`src/rtl/slp_fxp_weight_bank_pkg.sv`:
```
// ---------------------------------------------------------------------------
// slp_fxp_weight_bank_pkg
// Shared types for the single-layer perceptron fixed-point datapath.
//   dconf_t        : fixed-point data configuration (sign, total bits, frac bits)
//   wbank_state_t  : weight-bank update sequencer states
// Also provides `DEF_DCONF_FXP, the default signed Q8.8 (16-bit) format.
// ---------------------------------------------------------------------------
`ifndef DEF_DCONF_FXP
`define DEF_DCONF_FXP '{sgn: 1'b1, prec: 8'd16, frac: 8'd8}
`endif

package slp_fxp_weight_bank_pkg;

    // Fixed-point format descriptor; prec is the total word width in bits.
    typedef struct packed {
        logic       sgn;
        logic [7:0] prec;
        logic [7:0] frac;
    } dconf_t;

    // Weight-bank sequencer states.
    typedef enum logic [1:0] {
        IDLE   = 2'd0,
        UPDATE = 2'd1,
        DONE   = 2'd2
    } wbank_state_t;

endpackage

```
`src/rtl/slp_fxp_weight_bank.sv`:
```
// ---------------------------------------------------------------------------
// slp_fxp_weight_bank
// Holds N perceptron weights, presents them in parallel, and on a training
// request walks them one per cycle through an external combinational update
// datapath, writing each result back and collecting sticky status flags.
//
// Ports:
//   clk, reset_ (async, active-low)
//   train_valid / train_ready       : training request handshake (ready = IDLE)
//   in_vec, error                   : latched on accept
//   wr_en, wr_idx, wr_data          : host weight load, honoured in IDLE only
//   upd_in, upd_error, upd_weight   : operands to the update datapath
//   upd_new_weight, upd_ovf/udf/rounded : datapath result and status
//   weight_vec                      : all weights, element i at [i*W_PREC +: W_PREC]
//   done                            : one-cycle pulse at the end of a pass
//   ovf_flag, udf_flag, rnd_flag    : sticky status, cleared by clr_flags
//
// Build option: SLP_WBANK_HOLD_ON_OVF_EN -- when defined, an update reporting
// overflow or underflow leaves the stored weight unchanged (flags still set).
// ---------------------------------------------------------------------------
module slp_fxp_weight_bank
    import slp_fxp_weight_bank_pkg::*;
#(
    parameter int     N      = 8,
    parameter dconf_t I_CONF = `DEF_DCONF_FXP,
    parameter dconf_t P_CONF = `DEF_DCONF_FXP,
    parameter dconf_t W_CONF = `DEF_DCONF_FXP,
    parameter int     I_PREC = int'(I_CONF.prec),
    parameter int     P_PREC = int'(P_CONF.prec),
    parameter int     W_PREC = int'(W_CONF.prec),
    parameter int     IDX_W  = $clog2(N)
) (
    input  logic                clk,
    input  logic                reset_,
    input  logic                train_valid,
    output logic                train_ready,
    input  logic [N*I_PREC-1:0] in_vec,
    input  logic [P_PREC-1:0]   error,
    input  logic                wr_en,
    input  logic [IDX_W-1:0]    wr_idx,
    input  logic [W_PREC-1:0]   wr_data,
    output logic [I_PREC-1:0]   upd_in,
    output logic [P_PREC-1:0]   upd_error,
    output logic [W_PREC-1:0]   upd_weight,
    input  logic [W_PREC-1:0]   upd_new_weight,
    input  logic                upd_ovf,
    input  logic                upd_udf,
    input  logic                upd_rounded,
    output logic [N*W_PREC-1:0] weight_vec,
    output logic                done,
    output logic                ovf_flag,
    output logic                udf_flag,
    output logic                rnd_flag,
    input  logic                clr_flags
);

    wbank_state_t       r_state;
    logic [IDX_W-1:0]   r_idx;
    logic [I_PREC-1:0]  r_in     [N];
    logic [P_PREC-1:0]  r_error;
    logic [W_PREC-1:0]  r_weight [N];
    logic               r_train_ready;
    logic               r_done;
    logic               r_ovf;
    logic               r_udf;
    logic               r_rnd;

    logic               w_upd_active;
    logic               w_last;
    logic               w_commit;
    logic [N-1:0]       w_wr_sel;
    logic [N-1:0]       w_upd_sel;

    assign w_upd_active = (r_state == UPDATE);
    assign w_last       = (r_idx == IDX_W'(N - 1));

`ifdef SLP_WBANK_HOLD_ON_OVF_EN
    // Out-of-range results are discarded; the old weight is kept.
    assign w_commit = !(upd_ovf || upd_udf);
`else
    assign w_commit = 1'b1;
`endif

    // Per-weight write selects. An exact index match means wr_idx values of
    // N or above never select anything and are silently dropped.
    genvar gi;
    generate
        for (gi = 0; gi < N; gi++) begin : g_sel
            assign w_wr_sel[gi]  = (r_state == IDLE) && wr_en && (wr_idx == IDX_W'(gi));
            assign w_upd_sel[gi] = w_upd_active && w_commit && (r_idx == IDX_W'(gi));
            assign weight_vec[gi*W_PREC +: W_PREC] = r_weight[gi];
        end
    endgenerate

    // Weight register file. Host writes and datapath write-backs are mutually
    // exclusive by state, so the priority order here is only nominal.
    always_ff @(posedge clk or negedge reset_) begin
        if (!reset_) begin
            for (int i = 0; i < N; i++) begin
                r_weight[i] <= '0;
            end
        end else begin
            for (int i = 0; i < N; i++) begin
                if (w_wr_sel[i]) begin
                    r_weight[i] <= wr_data;
                end else if (w_upd_sel[i]) begin
                    r_weight[i] <= upd_new_weight;
                end
            end
        end
    end

    // Sequencer: accept, walk indices 0..N-1, one DONE cycle, back to IDLE.
    always_ff @(posedge clk or negedge reset_) begin
        if (!reset_) begin
            r_state       <= IDLE;
            r_idx         <= '0;
            r_error       <= '0;
            r_train_ready <= 1'b1;
            r_done        <= 1'b0;
            for (int i = 0; i < N; i++) begin
                r_in[i] <= '0;
            end
        end else begin
            case (r_state)
                IDLE: begin
                    if (train_valid && r_train_ready) begin
                        for (int i = 0; i < N; i++) begin
                            r_in[i] <= in_vec[i*I_PREC +: I_PREC];
                        end
                        r_error       <= error;
                        r_idx         <= '0;
                        r_state       <= UPDATE;
                        r_train_ready <= 1'b0;
                    end
                end
                UPDATE: begin
                    if (w_last) begin
                        r_idx   <= '0;
                        r_state <= DONE;
                        r_done  <= 1'b1;
                    end else begin
                        r_idx <= r_idx + 1'b1;
                    end
                end
                DONE: begin
                    r_state       <= IDLE;
                    r_done        <= 1'b0;
                    r_train_ready <= 1'b1;
                end
                default: begin
                    r_state       <= IDLE;
                    r_idx         <= '0;
                    r_done        <= 1'b0;
                    r_train_ready <= 1'b1;
                end
            endcase
        end
    end

    // Sticky flags: a set in the same cycle as clr_flags takes precedence.
    always_ff @(posedge clk or negedge reset_) begin
        if (!reset_) begin
            r_ovf <= 1'b0;
            r_udf <= 1'b0;
            r_rnd <= 1'b0;
        end else begin
            r_ovf <= (r_ovf && !clr_flags) || (w_upd_active && upd_ovf);
            r_udf <= (r_udf && !clr_flags) || (w_upd_active && upd_udf);
            r_rnd <= (r_rnd && !clr_flags) || (w_upd_active && upd_rounded);
        end
    end

    assign upd_in      = r_in[r_idx];
    assign upd_error   = r_error;
    assign upd_weight  = r_weight[r_idx];
    assign train_ready = r_train_ready;
    assign done        = r_done;
    assign ovf_flag    = r_ovf;
    assign udf_flag    = r_udf;
    assign rnd_flag    = r_rnd;

endmodule

```
`config.mk`:
```
export PLATFORM = sky130hd
export DESIGN_NAME = slp_fxp_weight_bank
export DESIGN_NICKNAME = d
export VERILOG_FILES = /design/src/rtl/slp_fxp_weight_bank_pkg.sv /design/src/rtl/slp_fxp_weight_bank.sv
export SDC_FILE = /design/constraint.sdc
export NUM_CORES = 1
export LEC_CHECK = 0
export ABC_AREA = 1
export CAP_MARGIN = 10
export CORE_MARGIN = 4
export CORE_UTILIZATION = 40
export CTS_BUF_LIST = sky130_fd_sc_hd__clkbuf_8 sky130_fd_sc_hd__clkbuf_16
export CTS_CLUSTER_DIAMETER = 150
export DETAILED_ROUTE_END_ITERATION = 6
export DONT_BUFFER_PORTS = 1
export GPL_ROUTABILITY_DRIVEN = 1
export GPL_TIMING_DRIVEN = 1
export PLACE_DENSITY = 0.59
export RECOVER_POWER = 100
export SETUP_SLACK_MARGIN = 0.4
export SYNTH_ARGS = -nofsm -noshare
export SYNTH_HDL_FRONTEND = slang
export SYNTH_SLANG_ARGS = --single-unit
```
`constraint.sdc`:
```
create_clock -name clk -period 2.16 [get_ports clk]
set_clock_uncertainty 0.05 [all_clocks]
set_input_delay 0.324 -clock clk [delete_from_list [all_inputs] [get_ports clk]]
set_output_delay 0.324 -clock clk [all_outputs]
set_load 0.1 [all_outputs]
```
==> impl_metrics.xml, run 1 <==
<?xml version="1.0" encoding="UTF-8"?>
<metrics>
  <group name="routing">
    <metric name="drt_first_iter_violations" unit="">1604</metric>
    <metric name="postRouteWirelength" unit="um">64720</metric>
    <metric name="wl_per_cell" unit="um">22.30</metric>
    <metric name="route.detailed.vias_per_inst" unit="">5.487</metric>
    <metric name="detailedRoute.firstPassIterationCount" unit="">7</metric>
    <metric name="drt_drc_violations_left" unit="">0</metric>
    <metric name="detail-route-antenna-nets" unit="">0</metric>
    <metric name="vias" unit="">15923</metric>
  </group>
  <group name="final_layout">
    <metric name="finish.net_count" unit="">2609</metric>
    <metric name="mostFrequentLayoutCells" unit="">sky130_fd_sc_hd__nand2_1 (737), sky130_fd_sc_hd__nor2_1 (231), sky130_fd_sc_hd__nand3_1 (180)</metric>
    <metric name="stdcell_count" unit="">2902</metric>
    <metric name="areaGrowthSynthToFinish" unit="%">46.04</metric>
    <metric name="post_route_cells_drive_above_1_share" unit="%">29.53</metric>
    <metric name="layout.cells.most_common" unit="">sky130_fd_sc_hd__nand2_1</metric>
  </group>
  <group name="setup_path">
    <metric name="worst-endpoint-required" unit="ns">1.79</metric>
    <metric name="cp.arrival" unit="ns">2.16</metric>
    <metric name="end_kind" unit="">output port</metric>
    <metric name="crit_type" unit="">reg2out</metric>
    <metric name="timing.critical_path.fanout_max" unit="">7</metric>
    <metric name="crit_path_start_kind" unit="">flop</metric>
  </group>
  <group name="floorplan">
    <metric name="start_util" unit="%">40.88</metric>
    <metric name="die_y" unit="um">199.4</metric>
    <metric name="floorplan.die.width" unit="um">199.4</metric>
    <metric name="floorplan.die_area" unit="um2">39740</metric>
    <metric name="boundaryPins" unit="">368</metric>
    <metric name="core_area" unit="um2">35830</metric>
    <metric name="rows" unit="">69</metric>
  </group>
  <group name="cts">
    <metric name="path_clk_slew" unit="ns">0.06</metric>
    <metric name="clkLatencyLatePin" unit="ns">0.53</metric>
    <metric name="number_of_buffers_inserted_by_hold_repair_at_cts" unit="">172</metric>
    <metric name="h-tree-depth" unit="">2</metric>
    <metric name="cts_made_buffers" unit="">34</metric>
    <metric name="cts_tree" unit="">built</metric>
    <metric name="cts-root-to-sink-buffers" unit="">3</metric>
    <metric name="clockRootBuffer" unit="">sky130_fd_sc_hd__clkbuf_16</metric>
    <metric name="cts.sinks" unit="">282</metric>
  </group>
  <group name="sta">
    <metric name="layout_min_cycle_time" unit="ns">2.539</metric>
    <metric name="grt_setup_unrepaired" unit="">true</metric>
    <metric name="finalCritPeriodShare" unit="%">117.5</metric>
    <metric name="hold_viol" unit="">281</metric>
    <metric name="achievable-frequency" unit="GHz">0.3939</metric>
    <metric name="timing.hold.ws" unit="ns">-0.5511</metric>
    <metric name="tightest_slew" unit="ns">1.327</metric>
    <metric name="layout_setup_ws" unit="ns">-0.3787</metric>
    <metric name="slew_viol_final" unit="">0</metric>
    <metric name="slew_headroom" unit="%">11.50</metric>
    <metric name="final.setup.tns" unit="ns">-16.28</metric>
    <metric name="final-setup-viol-count" unit="">145</metric>
  </group>
  <group name="placement">
    <metric name="port-buffer-count" unit="">0</metric>
    <metric name="pre_cts_slack" unit="ns">0.04141</metric>
    <metric name="half_perimeter_wire_length_of_the_detailed_placement_result" unit="um">39890</metric>
    <metric name="placed_cells" unit="">2618</metric>
    <metric name="gpl_congestion" unit="">0.9345</metric>
  </group>
  <group name="global_route">
    <metric name="first_global_vias" unit="">14899</metric>
    <metric name="grt_start_max_net_pins" unit="">283</metric>
    <metric name="grt_first_pass_wirelength" unit="um">91000</metric>
    <metric name="globalRoute.totalOverflow" unit="">0</metric>
    <metric name="grt.total_usage" unit="%">29.57</metric>
    <metric name="antenna_found_initial" unit="">3</metric>
  </group>
  <group name="min_path">
    <metric name="hold_class" unit="">in2async</metric>
  </group>
  <group name="yosys">
    <metric name="synth_top_cells_by_area" unit="">sky130_fd_sc_hd__dfrtp_1 (48%), sky130_fd_sc_hd__nand2_1 (22%), sky130_fd_sc_hd__nor2_1 (7.6%)</metric>
    <metric name="postSynthNetCount" unit="">2283</metric>
    <metric name="synth_warnings" unit="">0</metric>
    <metric name="netlist.area_leader.share" unit="%">48.01</metric>
    <metric name="synth.avg_cell_area" unit="um2">7.012</metric>
    <metric name="post_synth_instance_area" unit="um2">14650</metric>
    <metric name="netlist_instances" unit="">2089</metric>
    <metric name="postSynthRegisterBits" unit="">282</metric>
    <metric name="synth_sequential_area_ratio" unit="%">48.18</metric>
    <metric name="synth.distinct_cells" unit="">26</metric>
    <metric name="synth.largest_area_cell" unit="">sky130_fd_sc_hd__dfrtp_1</metric>
  </group>
  <group name="run_status">
    <metric name="status" unit="">complete, but fails checks</metric>
    <metric name="violations" unit="">hold timing, setup timing</metric>
  </group>
  <group name="flow_run">
    <metric name="max_cap_violations" unit="">0</metric>
  </group>
</metrics>
synthesized netlist by cell type (all sizes together):
| library cell | instances |
|---|---|
| dfrtp | 281 |
| o21a | 1 |
| inv | 55 |
| ha | 7 |
| nor2 | 305 |
| o21bai | 1 |
| a21oi | 32 |
| buf | 82 |
| o22ai | 1 |
| clkinv | 1 |
| nand2 | 864 |
| nand4 | 3 |
| dfstp | 1 |
| clkbuf | 50 |
| o21ai | 200 |
| nand3 | 205 |
per-stage QoR:
step | area (um2) | utilization (%)
after floorplan | 15200 | -
after global placement | 16800 | 46.90
after detailed placement | 16800 | 46.90
after global routing | 21390 | 59.70
after CTS | 20150 | 56.24
final | 21390 | 59.71
worst max-delay path: stages, from the launching register on:
cell,delay [ns]
sky130_fd_sc_hd__dfrtp_4,0.60
sky130_fd_sc_hd__buf_12,0.19
sky130_fd_sc_hd__clkbuf_16,0.17
sky130_fd_sc_hd__nor2_2,0.11
sky130_fd_sc_hd__nor2_1,0.04
sky130_fd_sc_hd__o21ai_1,0.10
sky130_fd_sc_hd__nand2_1,0.13
sky130_fd_sc_hd__nand2_2,0.13
sky130_fd_sc_hd__nand2_8,0.14
sequential cells by signal, summed over array words and instances (netlist names):
name / cells
upd_error: 16
rnd_flag: 1
r_in: 128
done: 1
udf_flag: 1
weight_vec: 128
r_idx: 3
ovf_flag: 1
train_ready: 1
r_state: 2
cell type report:
class                      instances  area, um2
multi-input combinational       1628       8389
inverter                          56      250.2
timing repair buffer             413       3832
sequential                       282       7228
antenna                            3      7.507
tap                              461      576.8
clock inverter                    17      146.4
clock buffer                      42      960.9
fill                            3179      14440
repair_timing:
action | CTS | global route
pin swaps | 8 | 101
cloned | 2 | 24
setup endpoints to repair | 186 | 224
buffers inserted | 4 | 20
resized for setup | 133 | 340
endpoints found under the hold margin | 495 | 282
path summary, 6_finish.rpt:
path                               startpoint               to  slack, ns  cells past startpoint
setup reg to reg                   r_state[1]   weight_vec[19]      -0.21                      8
max in group asynchronous              reset_   weight_vec[33]       1.44                      0
hold reg to reg                      r_in[73]         r_in[73]       0.42                      2
min in group clk           upd_new_weight[14]   weight_vec[62]       0.04                      4
hold / removal                         reset_  weight_vec[121]      -0.55                      0
setup / recovery                     r_idx[0]    upd_weight[7]      -0.38                      8
per-layer routing:
layer  share of wire, %  track usage (%)
met1                 42            43.91
met2                 44            41.84
met3                 10            8.194
met4                3.6            9.585
met5              0.042                0
cells by family after synthesis:
| family | Yosys count | synth area share (%) |
|---|---|---|
| AND/OR/NAND/NOR | 1377 | 37.53 |
| buffers and inverters | 188 | 5.604 |
| AO/OA/AOI/OAI | 235 | 8.081 |
| adder cells (fa/ha/maj) | 7 | 0.5979 |
| flip-flops | 282 | 48.18 |
Power of run 1 is not shown: default switching activity piles up to over one toggle a cycle in this logic, so the estimate is an artifact.
==> run 2, diff against run 1 <==
--- a/config.mk
+++ b/config.mk
@@ -7,6 +7,7 @@
 export LEC_CHECK = 0
 export ABC_AREA = 1
 export CAP_MARGIN = 10
+export CORE_ASPECT_RATIO = 1.25
 export CORE_MARGIN = 4
 export CORE_UTILIZATION = 40
 export CTS_BUF_LIST = sky130_fd_sc_hd__clkbuf_8 sky130_fd_sc_hd__clkbuf_16
@@ -14,7 +15,7 @@
 export DETAILED_ROUTE_END_ITERATION = 6
 export DONT_BUFFER_PORTS = 1
 export GPL_ROUTABILITY_DRIVEN = 1
-export GPL_TIMING_DRIVEN = 1
+export GPL_TIMING_DRIVEN = 0
 export PLACE_DENSITY = 0.59
 export RECOVER_POWER = 100
 export SETUP_SLACK_MARGIN = 0.4
==> impl_metrics.xml, run 2 (synthesized netlist as in run 1, its figures left out) <==
<?xml version="1.0" encoding="UTF-8"?>
<metrics>
  <group name="sta">
    <metric name="final-setup-viol-count" unit="">152</metric>
    <metric name="layout_setup_ws" unit="ns">-0.4470</metric>
    <metric name="slew_viol_final" unit="">0</metric>
    <metric name="grt_setup_unrepaired" unit="">true</metric>
    <metric name="hold_viol" unit="">282</metric>
    <metric name="tightest_slew" unit="ns">1.063</metric>
    <metric name="achievable-frequency" unit="GHz">0.3836</metric>
    <metric name="slew_headroom" unit="%">29.16</metric>
    <metric name="layout_min_cycle_time" unit="ns">2.607</metric>
    <metric name="timing.hold.ws" unit="ns">-0.6154</metric>
    <metric name="finalCritPeriodShare" unit="%">120.7</metric>
  </group>
  <group name="setup_path">
    <metric name="critical-path-top-delay-family" unit="">simple AND/OR/NAND/NOR gates</metric>
    <metric name="worst_r2r_endpoint" unit="">weight_vec[117]</metric>
    <metric name="crit_path_start_kind" unit="">flop</metric>
    <metric name="worst-endpoint-required" unit="ns">1.79</metric>
    <metric name="timing.critical_path.fanout_max" unit="">10</metric>
    <metric name="worst_path_largest_cell_delay" unit="ns">0.50</metric>
    <metric name="list_of_cells_traversed_by_the_critical_path" unit="">clkbuf_16 &gt; buf_12 &gt; nor2_1 &gt; nor2_1 &gt; o21ai_0 &gt; nand2_1 &gt; nand2_2 &gt; nand2_8</metric>
    <metric name="cp.arrival" unit="ns">2.23</metric>
    <metric name="reg2reg_slack" unit="ns">-0.29</metric>
    <metric name="timing.critical_path.buf_inv" unit="">2</metric>
    <metric name="rr_worst_depth" unit="">9</metric>
    <metric name="slowest_stage" unit="">sky130_fd_sc_hd__dfrtp_2</metric>
    <metric name="end_kind" unit="">output port</metric>
    <metric name="critical_path.most_common_cell" unit="">sky130_fd_sc_hd__nor2_1</metric>
    <metric name="crit_type" unit="">reg2out</metric>
    <metric name="critical_path.reg2reg.startpoint" unit="">r_state[1]</metric>
  </group>
  <group name="final_layout">
    <metric name="layout.cells.most_common" unit="">sky130_fd_sc_hd__nand2_1</metric>
    <metric name="finish.net_count" unit="">2510</metric>
    <metric name="stdcell_count" unit="">2820</metric>
    <metric name="mostFrequentLayoutCells" unit="">sky130_fd_sc_hd__nand2_1 (760), sky130_fd_sc_hd__nor2_1 (281), sky130_fd_sc_hd__nand3_1 (205)</metric>
    <metric name="areaGrowthSynthToFinish" unit="%">35.32</metric>
    <metric name="post_route_cells_drive_above_1_share" unit="%">19.55</metric>
  </group>
  <group name="cts">
    <metric name="number_of_buffers_inserted_by_hold_repair_at_cts" unit="">168</metric>
    <metric name="cts-root-to-sink-buffers" unit="">3</metric>
    <metric name="cts_made_buffers" unit="">31</metric>
    <metric name="h-tree-depth" unit="">1</metric>
    <metric name="path_clk_slew" unit="ns">0.06</metric>
    <metric name="cts_tree" unit="">built</metric>
    <metric name="clockRootBuffer" unit="">sky130_fd_sc_hd__clkbuf_16</metric>
    <metric name="cts.sinks" unit="">282</metric>
    <metric name="clkLatencyLatePin" unit="ns">0.58</metric>
  </group>
  <group name="run_status">
    <metric name="violations" unit="">hold timing, setup timing</metric>
    <metric name="status" unit="">complete, but fails checks</metric>
  </group>
  <group name="global_route">
    <metric name="grt_start_max_net_pins" unit="">283</metric>
    <metric name="globalRoute.totalOverflow" unit="">0</metric>
    <metric name="grt_first_pass_wirelength" unit="um">91400</metric>
    <metric name="grt.total_usage" unit="%">29.88</metric>
    <metric name="antenna_found_initial" unit="">2</metric>
    <metric name="first_global_vias" unit="">14857</metric>
  </group>
  <group name="routing">
    <metric name="drt_first_iter_violations" unit="">1364</metric>
    <metric name="vias" unit="">15115</metric>
    <metric name="postRouteWirelength" unit="um">61600</metric>
    <metric name="detail-route-antenna-nets" unit="">0</metric>
    <metric name="route.detailed.vias_per_inst" unit="">5.360</metric>
    <metric name="wl_per_cell" unit="um">21.84</metric>
    <metric name="detailedRoute.firstPassIterationCount" unit="">5</metric>
    <metric name="drt_drc_violations_left" unit="">0</metric>
  </group>
  <group name="placement">
    <metric name="gpl_congestion" unit="">0.9233</metric>
    <metric name="placed_cells" unit="">2569</metric>
    <metric name="port-buffer-count" unit="">0</metric>
    <metric name="half_perimeter_wire_length_of_the_detailed_placement_result" unit="um">44000</metric>
  </group>
  <group name="floorplan">
    <metric name="die_y" unit="um">222.0</metric>
    <metric name="core_area" unit="um2">36210</metric>
    <metric name="boundaryPins" unit="">368</metric>
    <metric name="floorplan.die_area" unit="um2">39760</metric>
    <metric name="floorplan.die.width" unit="um">179.2</metric>
    <metric name="rows" unit="">78</metric>
    <metric name="start_util" unit="%">40.46</metric>
  </group>
  <group name="min_path">
    <metric name="hold_class" unit="">in2async</metric>
  </group>
  <group name="flow_run">
    <metric name="max_cap_violations" unit="">0</metric>
  </group>
</metrics>
run 2: changes by cell type in the layout (fill, tap and decap cells not counted), moves of 14 or more:
cell | previous run | this run
sky130_fd_sc_hd__clkbuf_2 | 135 | 19
sky130_fd_sc_hd__nor2_1 | 231 | 281
sky130_fd_sc_hd__dfrtp_1 | 150 | 187
sky130_fd_sc_hd__dfrtp_2 | 130 | 94
sky130_fd_sc_hd__nor2_4 | 34 | 8
sky130_fd_sc_hd__nand3_1 | 180 | 205
sky130_fd_sc_hd__nand3_2 | 24 | 0
sky130_fd_sc_hd__nor2_2 | 40 | 16
sky130_fd_sc_hd__nand2_1 | 737 | 760
sky130_fd_sc_hd__clkbuf_1 | 0 | 20
sky130_fd_sc_hd__buf_2 | 1 | 20
sky130_fd_sc_hd__nand2_2 | 80 | 66
run 2: worst max path at each step:
stage / slack, ns / cells after the start / endpoint / startpoint
2_1_floorplan: 0.40 / 10 / weight_vec[100] / r_idx[0]
3_3_place_gp: -0.51 / 7 / upd_in[0] / r_idx[0]
3_5_place_dp: -0.50 / 7 / upd_in[0] / r_idx[0]
4_1_cts: -0.38 / 8 / upd_weight[7] / r_idx[0]
5_1_grt: -0.48 / 9 / weight_vec[123] / r_state[1]
6_report: -0.45 / 8 / upd_weight[2] / r_idx[0]
run 2: worst reg2reg max path: stages (launching register included):
cell and delay [ns]:
sky130_fd_sc_hd__dfrtp_1 0.44, sky130_fd_sc_hd__inv_1 0.16, sky130_fd_sc_hd__nand2_2 0.12, sky130_fd_sc_hd__clkinvlp_2 0.55, sky130_fd_sc_hd__nand2_4 0.37, sky130_fd_sc_hd__inv_2 0.08
sky130_fd_sc_hd__nor2_4 0.25, sky130_fd_sc_hd__buf_6 0.20, sky130_fd_sc_hd__nand2_1 0.06, sky130_fd_sc_hd__nand2_1 0.11
run 2: layer usage:
| metal | vias up | GRT usage [%] | wire length [um] |
|---|---|---|---|
| met5 | - | 0 | 0 |
| met4 | 0 | 14.04 | 3371 |
| met3 | 174 | 8.477 | 6583 |
| met2 | 835 | 46.06 | 27940 |
| met1 | 7045 | 38.75 | 23710 |
| li1 | 7061 | - | - |
run 2: per-stage QoR:
stage          utilization [%]  cell area (um2)  hold WS, ns  setup WS (ns)  setup TNS [ns]
2_1_floorplan                -            15200     -0.02159         0.4009               0
3_3_place_gp             43.65            15800     -0.01432        -0.5056          -20.15
3_5_place_dp             43.65            15800     -0.01449        -0.5031          -20.61
4_1_cts                  53.73            19450      -0.6376        -0.3766          -11.64
5_1_grt                  54.74            19820      -0.6395        -0.4814          -42.93
6_report                 54.74            19820      -0.6154        -0.4470          -19.78
run 2: area by class of cell:
class | count | area (um2)
clock inverters | 9 | 98.84
diodes | 2 | 5.005
fillers | 3356 | 16390
flip-flops and latches | 282 | 7179
repair buffers | 194 | 1908
well taps | 480 | 600.6
multi-input cells | 1619 | 7684
clock buffers | 46 | 982.2
plain buffers | 132 | 1140
inverters | 56 | 224.0
run 2: what timing repair did:
item                       CTS  global route
setup endpoints to repair  319           305
gates resized for setup    279           170
pin swaps                   30            52
gates cloned                 1             3
buffers inserted            12            10
hold endpoints to repair   497           282
Power of run 2 is left out for the same reason.
